==> config.mk <==
export PLATFORM = sky130hd
export DESIGN_NAME = apx_mac_accum
export DESIGN_NICKNAME = d
export VERILOG_FILES = /design/src/rtl/apx_mac_pkg.sv /design/src/rtl/apx_sat_add.sv /design/src/rtl/apx_mac_accum.sv
export SDC_FILE = /design/constraint.sdc
export NUM_CORES = 1
export LEC_CHECK = 0
export ABC_AREA = 1
export CELL_PAD_IN_SITES_DETAIL_PLACEMENT = 1
export CELL_PAD_IN_SITES_GLOBAL_PLACEMENT = 1
export CORE_ASPECT_RATIO = 1.25
export CORE_MARGIN = 3
export CORE_UTILIZATION = 25
export CTS_BUF_LIST = sky130_fd_sc_hd__clkbuf_16
export CTS_CLUSTER_DIAMETER = 40
export DETAILED_ROUTE_END_ITERATION = 6
export HOLD_SLACK_MARGIN = 0.05
export PLACE_DENSITY_LB_ADDON = 0.1
export SYNTH_ARGS = -nofsm -noshare
export SYNTH_HDL_FRONTEND = slang
export SYNTH_SLANG_ARGS = --single-unit
==> constraint.sdc <==
create_clock -name clk -period 4.4 [get_ports clk]
set_clock_uncertainty 0.2 [all_clocks]
set_input_delay 0.44 -clock clk [delete_from_list [all_inputs] [get_ports clk]]
set_output_delay 0.44 -clock clk [all_outputs]
set_load 0.005 [all_outputs]
==> src/rtl/apx_mac_pkg.sv <==
// Shared types and saturation bounds for the approximate-multiplier MAC accumulator.
package apx_mac_pkg;

    typedef enum logic [1:0] {
        IDLE  = 2'd0,
        ACCUM = 2'd1,
        DONE  = 2'd2
    } state_e;

    // Bounds are returned at 64 bits so callers can compare against a wide
    // unclamped sum. This holds for any accumulator width up to 62 bits.
    function automatic logic signed [63:0] acc_max(input int w);
        return (64'sd1 <<< (w - 1)) - 64'sd1;
    endfunction

    function automatic logic signed [63:0] acc_min(input int w);
        return -(64'sd1 <<< (w - 1));
    endfunction

endpackage

==> src/rtl/apx_sat_add.sv <==
// Combinational signed saturating adder. It clamps acc_i + add_i to the ACC_WIDTH range
// and flags when clamping occurred.
module apx_sat_add
    import apx_mac_pkg::*;
#(
    parameter int ACC_WIDTH = 24,
    parameter int ADD_WIDTH = 17
) (
    input  logic signed [ACC_WIDTH-1:0] acc_i,
    input  logic signed [ADD_WIDTH-1:0] add_i,
    output logic signed [ACC_WIDTH-1:0] sum_o,
    output logic                        ovf_o
);

    localparam logic signed [63:0] MAX_V = acc_max(ACC_WIDTH);
    localparam logic signed [63:0] MIN_V = acc_min(ACC_WIDTH);

    logic signed [63:0] sum_full;

    // NOTE: every output gets a default before the if-chain, so no path
    // leaves a value unassigned and no latch is inferred.
    always_comb begin
        sum_full = 64'(acc_i) + 64'(add_i);
        sum_o    = ACC_WIDTH'(sum_full);
        ovf_o    = 1'b0;
        if (sum_full > MAX_V) begin
            sum_o = ACC_WIDTH'(MAX_V);
            ovf_o = 1'b1;
        end else if (sum_full < MIN_V) begin
            sum_o = ACC_WIDTH'(MIN_V);
            ovf_o = 1'b1;
        end
    end

endmodule

==> src/rtl/apx_mac_accum.sv <==
// Saturating MAC accumulator behind the approximate Booth multiplier, with valid/ready in and out.
// Optional per-product bias compensation is enabled by defining APX_ERR_COMP_EN.
module apx_mac_accum
    import apx_mac_pkg::*;
#(
    parameter int                        WIDTH     = 8,
    parameter int                        ACC_WIDTH = 24,
    parameter int                        CNT_WIDTH = 8,
    parameter logic signed [2*WIDTH-1:0] BIAS      = '0
) (
    input  logic                 clk,
    input  logic                 rst_n,
    input  logic                 in_valid,
    output logic                 in_ready,
    input  logic [2*WIDTH-1:0]   in_prod,
    input  logic                 in_last,
    output logic                 out_valid,
    input  logic                 out_ready,
    output logic [ACC_WIDTH-1:0] out_acc,
    output logic [CNT_WIDTH-1:0] out_count,
    output logic                 out_sat
);

    localparam int ADD_W = 2 * WIDTH + 1;

    state_e                 state_q, state_d;
    logic signed [ACC_WIDTH-1:0] acc_q, acc_d;
    logic [CNT_WIDTH-1:0]   cnt_q, cnt_d;
    logic                   sat_q, sat_d;
    logic                   in_ready_q, in_ready_d;
    logic                   out_valid_q, out_valid_d;

    logic signed [ADD_W-1:0]     addend;
    logic signed [ACC_WIDTH-1:0] sum;
    logic                        ovf;
    logic                        beat_acc;

`ifdef APX_ERR_COMP_EN
    assign addend = ADD_W'($signed(in_prod)) + ADD_W'(BIAS);
`else
    logic unused_bias;
    assign unused_bias = ^BIAS;
    assign addend      = ADD_W'($signed(in_prod));
`endif

    apx_sat_add #(
        .ACC_WIDTH (ACC_WIDTH),
        .ADD_WIDTH (ADD_W)
    ) u_sat_add (
        .acc_i (acc_q),
        .add_i (addend),
        .sum_o (sum),
        .ovf_o (ovf)
    );

    assign beat_acc = in_valid && in_ready_q;

    always_comb begin
        state_d = state_q;
        acc_d   = acc_q;
        cnt_d   = cnt_q;
        sat_d   = sat_q;
        unique case (state_q)
            IDLE, ACCUM: begin
                if (beat_acc) begin
                    acc_d   = sum;
                    sat_d   = sat_q | ovf;
                    cnt_d   = (&cnt_q) ? cnt_q : cnt_q + CNT_WIDTH'(1);
                    state_d = in_last ? DONE : ACCUM;
                end
            end
            DONE: begin
                if (out_ready) begin
                    state_d = IDLE;
                    acc_d   = '0;
                    cnt_d   = '0;
                    sat_d   = 1'b0;
                end
            end
            default: state_d = IDLE;
        endcase
        // Handshake flags are registered from the next state. This keeps in_ready low during reset.
        in_ready_d  = (state_d != DONE);
        out_valid_d = (state_d == DONE);
    end

    // NOTE: sequential state uses non-blocking assignments only, so every
    // register samples its pre-edge inputs regardless of statement order.
    always_ff @(posedge clk or negedge rst_n) begin
        if (!rst_n) begin
            state_q     <= IDLE;
            acc_q       <= '0;
            cnt_q       <= '0;
            sat_q       <= 1'b0;
            in_ready_q  <= 1'b0;
            out_valid_q <= 1'b0;
        end else begin
            state_q     <= state_d;
            acc_q       <= acc_d;
            cnt_q       <= cnt_d;
            sat_q       <= sat_d;
            in_ready_q  <= in_ready_d;
            out_valid_q <= out_valid_d;
        end
    end

    assign in_ready  = in_ready_q;
    assign out_valid = out_valid_q;
    assign out_acc   = acc_q;
    assign out_count = cnt_q;
    assign out_sat   = sat_q;

endmodule

==> impl_metrics.yaml, run 1 <==
outcome:
  outcome: "complete, no violations"
place:
  dp_slack_ps: 1001
  place_inst: 726
  dpl.hpwl_mm: 8.924
  gp_congestion: 0.8549
  dpl_cell_area_um2: 4098
  io_buffer_count: 55
synthesis:
  synthCells: 508
  synth_top_area_frac: 0.2735
  ys.warnings.count: 0
  ys.flop_type: "dfrtp_1"
  synth_commonest_cells: "195 x nand2_1, 60 x inv_1, 37 x dfrtp_1"
  synth_edf_count: 0
  syn_area_per_cell_um2: 6.665
  async_reset_ff_frac: 1.000
  synth_area_leaders: "dfrtp_1 27%, nand2_1 22%, ha_1 9.2%, inv_1 6.7%, nand2_2 3.9%"
  synth_seq_cells: 37
  synth_fp_nets: 555
  syn_area_um2: 3386
  yosys.area.top_type: "dfrtp_1"
  synth_most_common_cell: "nand2_1"
  ys_types: 37
  ys_seq_area_frac: 0.2735
sta:
  hold-worst-slack_ps: 67.89
  clock.fmax_mhz: 329.7
  maxSlewViolCount: 0
  relSlewSlack: 0.3779
  finalHoldViolCount: 0
  fin_ws_ps: 1366
  rsz0062_at_grt: "no"
  period_share: 0.6894
  setup_tns_ps: 0
  worst_pin_slew_ps: 932.1
  finalSetupViolCount: 0
  period_needed_ps: 3034
pwr:
  clockPowerShare: 0.133
  power_mw: 3.212
  static-leakage-power_nw: 2.208
  power_frac_seq: 0.192
  power.density_nw_per_um2: 753.3
  comb_power_share: 0.674
  p_int_mw: 1.636
  max-vdd-ir-drop_uv: 222.9
  switching_share: 0.4906
  power.net_switching_mw: 1.576
cells_and_area:
  area_delta_synth_final_pct: 25.94
  final_layout_size_suffix_gt1_frac: 0.09011
  fin_util: 0.3293
  num_antenna_cells: 0
  final_nets: 612
  final_cells: 734
  stdcell_area_um2: 4264
floorplan:
  die_h_um: 136.1
  initial_core_util: 0.2614
  rows: 46
  die_area_um2: 14980
  core_area_um2: 12950
  die_x_um: 110.1
  io_pins: 56
routing:
  antenna_left: 0
  drt_first_pass_iters: 4
  viasPerCell: 4.635
  drt_iter0_drc: 115
  routedWlPerCell_um: 15.31
  wl_mm: 11.24
  drc: 0
  dr_total_vias: 3402
setup_path:
  arrival_ps: 3000
  crit_path_start: "in_prod[0]"
  r2r_start: "out_acc[0]"
  crit_chain: "clkdlybuf4s50_1, ha_1, inv_1, fa_1, inv_1, nand3_1, nand2_1, nand2_2, nand2_4, nand2_2, nand4_1, nand2_2, nand2_4, inv_1, nand2_1, nand3_1"
  crit_end: "out_acc[19]"
  worstRegToRegCells: 15
  end_kind: "flip-flop"
  cp-start-kind: "input port"
  cp_slowest_cell: "clkdlybuf4s50_1"
  cp_slowest_stage_delay_ps: 460
  crit_type: "in -> reg"
  critPathMaxFanout: 19
  r2r_setup_slack_ps: 1560
  critPathRequiredTime_ps: 4370
  r2r_end: "out_acc[19]"
grt:
  grt_pass1_wl_mm: 18.44
  antenna_found_initial: 0
  grt_pass1_vias: 3689
  grtUsageTotal: 0.1580
  grt_start_max_net_pins: 38
  overflow: 0
cts:
  cts_hold_buf: 0
  clk_pin_slew_ps: 70
  clk_latency_ps: 290
  cts_htree_levels: 2
  clock-root-buffer: "clkbuf_16"
  cts_buffer_depth: 2
  cts_tree: "built"
  cts_sinks: 37
  postCtsResizedCells: 0
  cts_made_buffers: 5
  post_cts_buffers: 0
run:
  cap_violations: 0
hold_path:
  min_path_type: "in -> async"
[worst min path at each step]
stage / start / to / slack [ps]
detailed placement: out_acc[10] / out_acc[10] / 300
global placement: out_acc[11] / out_acc[11] / 290
finish: rst_n / out_acc[12] / 70
global route: rst_n / out_acc[12] / 160
CTS: rst_n / out_acc[12] / 120
floorplan: rst_n / in_ready / -60
[state kept, by name (all words and copies together), names as in the netlist]
name / cells
out_acc: 24
out_count: 8
state_q: 2
in_ready: 1
out_sat: 1
out_valid: 1
[logic make-up (layout without fill, tap and decap cells)]
group                    count (synthesis)  after routing  share of synthesized area
adder cells (fa/ha/maj)                 26             26                    0.09830
AND/OR/NAND/NOR                        305            305                     0.3995
AO/OA/AOI/OAI                           53             53                    0.09719
buffers and inverters                   69            127                    0.08500
XOR/XNOR                                18             18                    0.04656
flip-flops                              37             37                     0.2735
[final cells by class]
cell class,count,area [um2]
Sequential cell,37,925.9
Clock inverter,3,41.29
Timing Repair Buffer,56,553.0
Multi-Input combinational cell,402,2172
Inverter,63,236.5
Tap cell,168,210.2
Clock buffer,5,125.1
Fill cell,1672,8686
[cell usage in the layout, fill, tap and decap left out, types with 3 or more instances in the layout]
| master | count |
|---|---|
| nor3_1 | 6 |
| nand2_1 | 195 |
| xnor2_1 | 5 |
| nand4_1 | 14 |
| xor2_1 | 13 |
| ha_1 | 25 |
| o21ai_0 | 11 |
| nand3_1 | 17 |
| and2_1 | 3 |
| a21oi_2 | 4 |
| o21bai_1 | 7 |
| clkdlybuf4s50_1 | 54 |
| nor2_1 | 33 |
| nand2_4 | 4 |
| nand2_2 | 21 |
| nor2_2 | 6 |
| a21oi_1 | 23 |
| dfrtp_1 | 37 |
| inv_1 | 60 |
| clkbuf_16 | 5 |
[worst max-delay path, delay by kind of cell]
family,cells,cell delay (ps)
adder cells (fa/ha/maj),2,640
AND/OR/NAND/NOR,10,1160
buffers and inverters,4,750
[power groups by stage]
stage | clock, mW | combinational [mW] | sequential (mW)
6_report | 0.429 | 2.17 | 0.617
5_1_grt | 0.456 | 2.48 | 0.642
4_1_cts | 0.446 | 2.22 | 0.620
3_5_place_dp | 0 | 2.21 | 0.623
3_3_place_gp | 0 | 2.19 | 0.620
2_1_floorplan | 0 | 1.52 | 0.606
[layer usage]
| layer | vias to the layer above | track usage | wire length (um) |
|---|---|---|---|
| met5 | - | 0 | 0 |
| met4 | 0 | 0.05613 | 310 |
| met3 | 17 | 0.02755 | 362 |
| met2 | 56 | 0.2858 | 5645 |
| met1 | 1605 | 0.1840 | 4918 |
| li1 | 1724 | - | - |
No activity file was read; power rests on OpenSTA's default activity.
==> inputs of run 2 (changes only) <==
clock period = 3.15 ns   (was 4.4 ns; I/O delays follow)
==> run 2 against run 1 <==
Effect of this change:
- combinational power grew 46%
- worst setup slack lost 1100 ps
- power grew 44%
- register-to-register slack lost 1100 ps
- first-iteration DRC count grew 26%
- sequential power grew 39%
- clock power grew 41%
- critical endpoint unchanged
==> impl_metrics.yaml, run 2 (synthesized netlist as in run 1, its figures left out) <==
sta:
  fin_ws_ps: 287.1
  period_needed_ps: 2863
  period_share: 0.9089
  finalSetupViolCount: 0
  worst_pin_slew_ps: 918.8
  rsz0062_at_grt: "no"
  relSlewSlack: 0.3875
  maxSlewViolCount: 0
  finalHoldViolCount: 0
  clock.fmax_mhz: 349.3
routing:
  drt_first_pass_iters: 4
  viasPerCell: 4.573
  dr_total_vias: 3384
  drt_iter0_drc: 145
  drc: 0
  routedWlPerCell_um: 15.20
  wl_mm: 11.25
  antenna_left: 0
floorplan:
  die_h_um: 136.1
  io_pins: 56
  rows: 46
  die_x_um: 110.1
  die_area_um2: 14980
  core_area_um2: 12950
  initial_core_util: 0.2614
place:
  dpl.hpwl_mm: 8.983
  gp_congestion: 0.8513
  io_buffer_count: 55
  place_inst: 731
  dp_slack_ps: -34.52
setup_path:
  cp_slowest_cell: "clkdlybuf4s50_1"
  worstRegToRegCells: 15
  cp_top_family: "simple AND/OR/NAND/NOR gates"
  crit_buf_inv: 3
  crit_type: "in -> reg"
  r2r_start: "out_acc[0]"
  critPathMaxFanout: 9
  r2r_setup_slack_ps: 450
  cp_common_cell: "nand2_1"
  arrival_ps: 2830
  cp_slowest_stage_delay_ps: 620
  crit_chain: "clkdlybuf4s50_1, ha_1, nand2_1, inv_2, nand2_1, nand2_1, a21oi_2, nand3_2, nand2_1, nand2_1, nand2_4, inv_1, nand2_1, nand3_1"
  cp-start-kind: "input port"
  r2r_end: "out_acc[19]"
  end_kind: "flip-flop"
  critPathRequiredTime_ps: 3110
grt:
  grt_pass1_vias: 3658
  overflow: 0
  antenna_found_initial: 0
  grtUsageTotal: 0.1590
  grt_start_max_net_pins: 38
  grt_pass1_wl_mm: 18.41
cells_and_area:
  final_cell_mix: "195 x nand2_1, 60 x inv_1, 54 x clkdlybuf4s50_1, 37 x dfrtp_1, 33 x nor2_1"
  num_antenna_cells: 0
  final_cells: 740
  final_nets: 618
  final_layout_size_suffix_gt1_frac: 0.09790
  largest_reg_flops: 24
  area_delta_synth_final_pct: 28.09
  layout_commonest_cell: "nand2_1"
pwr:
  power.density_nw_per_um2: 1065
  power_mw: 4.617
  static-leakage-power_nw: 2.247
  max-vdd-ir-drop_uv: 234.4
cts:
  cts_htree_levels: 2
  post_cts_buffers: 0
  clk_pin_slew_ps: 60
  postCtsResizedCells: 0
  cts_buffer_depth: 2
  clk_latency_ps: 290
  cts_tree: "built"
  cts_sinks: 37
  clock-root-buffer: "clkbuf_16"
  cts_made_buffers: 5
hold_path:
  hold_end: "out_acc[13]"
  min_path_type: "reg -> reg"
  min_from: "out_acc[13]"
  hold_path_depth: 2
outcome:
  outcome: "complete, no violations"
run:
  cap_violations: 0
-- run 2: cell count changes in the layout (fill, tap and decap cells not counted) --
| cell | change |
|---|---|
| buf_12 | +2 |
| buf_4 | +3 |
| dlygate4sd3_1 | +1 |
-- run 2: layer usage --
layer	wire (um)	part of all wire	vias up	track usage
li1	-	-	1732	-
met1	4919	0.44	1589	0.1903
met2	5757	0.51	53	0.2881
met3	408	0.036	10	0.02945
met4	164	0.015	0	0.04107
met5	0	0	-	0
-- run 2: final cells by class --
class	instances	area [um2]
inverter	63	236.5
sequential	37	925.9
fill	1640	8613
clock buffer	5	125.1
multi-input combinational	402	2172
clock inverter	3	41.29
tap	168	210.2
timing repair buffer	62	625.6
-- run 2: how the worst max path moves through the flow --
stage | end | slack [ps] | cells after the start | startpoint
final | out_acc[19] | 290 | 14 | in_prod[15]
after global routing | out_acc[20] | 90 | 14 | in_prod[15]
after CTS | out_acc[19] | 270 | 14 | in_prod[15]
after detailed placement | out_acc[19] | -30 | 14 | in_prod[15]
after global placement | out_acc[18] | 20 | 16 | in_prod[0]
after floorplan | out_acc[5] | 780 | 18 | out_acc[0]
-- run 2: per-stage QoR --
| step | util | setup TNS [ps] | area (um2) | hold slack, ps |
|---|---|---|---|---|
| final | 0.3349 | 0 | 4337 | 315.5 |
| after global routing | 0.3349 | 0 | 4337 | 342.5 |
| after CTS | 0.3349 | 0 | 4337 | 315.9 |
| after detailed placement | 0.3213 | -111.6 | 4160 | 298.7 |
| after global placement | 0.3213 | 0 | 4160 | 289.8 |
| after floorplan | - | 0 | 3386 | -180.6 |
-- run 2: worst reg2reg max path: stages, from the launching register on --
cell and delay [ps]:
dfrtp_1 370, ha_1 230, inv_1 90, fa_1 400, inv_1 110, nand3_1 70
nand2_1 160, nand2_2 100, nand2_4 110, nand2_2 80, nand4_1 110, nand2_2 80
nand2_4 110, inv_1 70, nand2_1 170, nand3_1 110
-- run 2: power breakdown --
group | total, mW | switching (mW) | internal (mW)
clock | 0.603 | 0.231 | 0.372
sequential | 0.856 | 0.178 | 0.678
combinational | 3.16 | 1.83 | 1.33
total | 4.62 | 2.23 | 2.38
-- run 2: repair_timing --
item                       4_1_cts  5_1_grt
setup endpoints to repair        0        0
hold buffers                     1        0
hold endpoints to repair        37        0
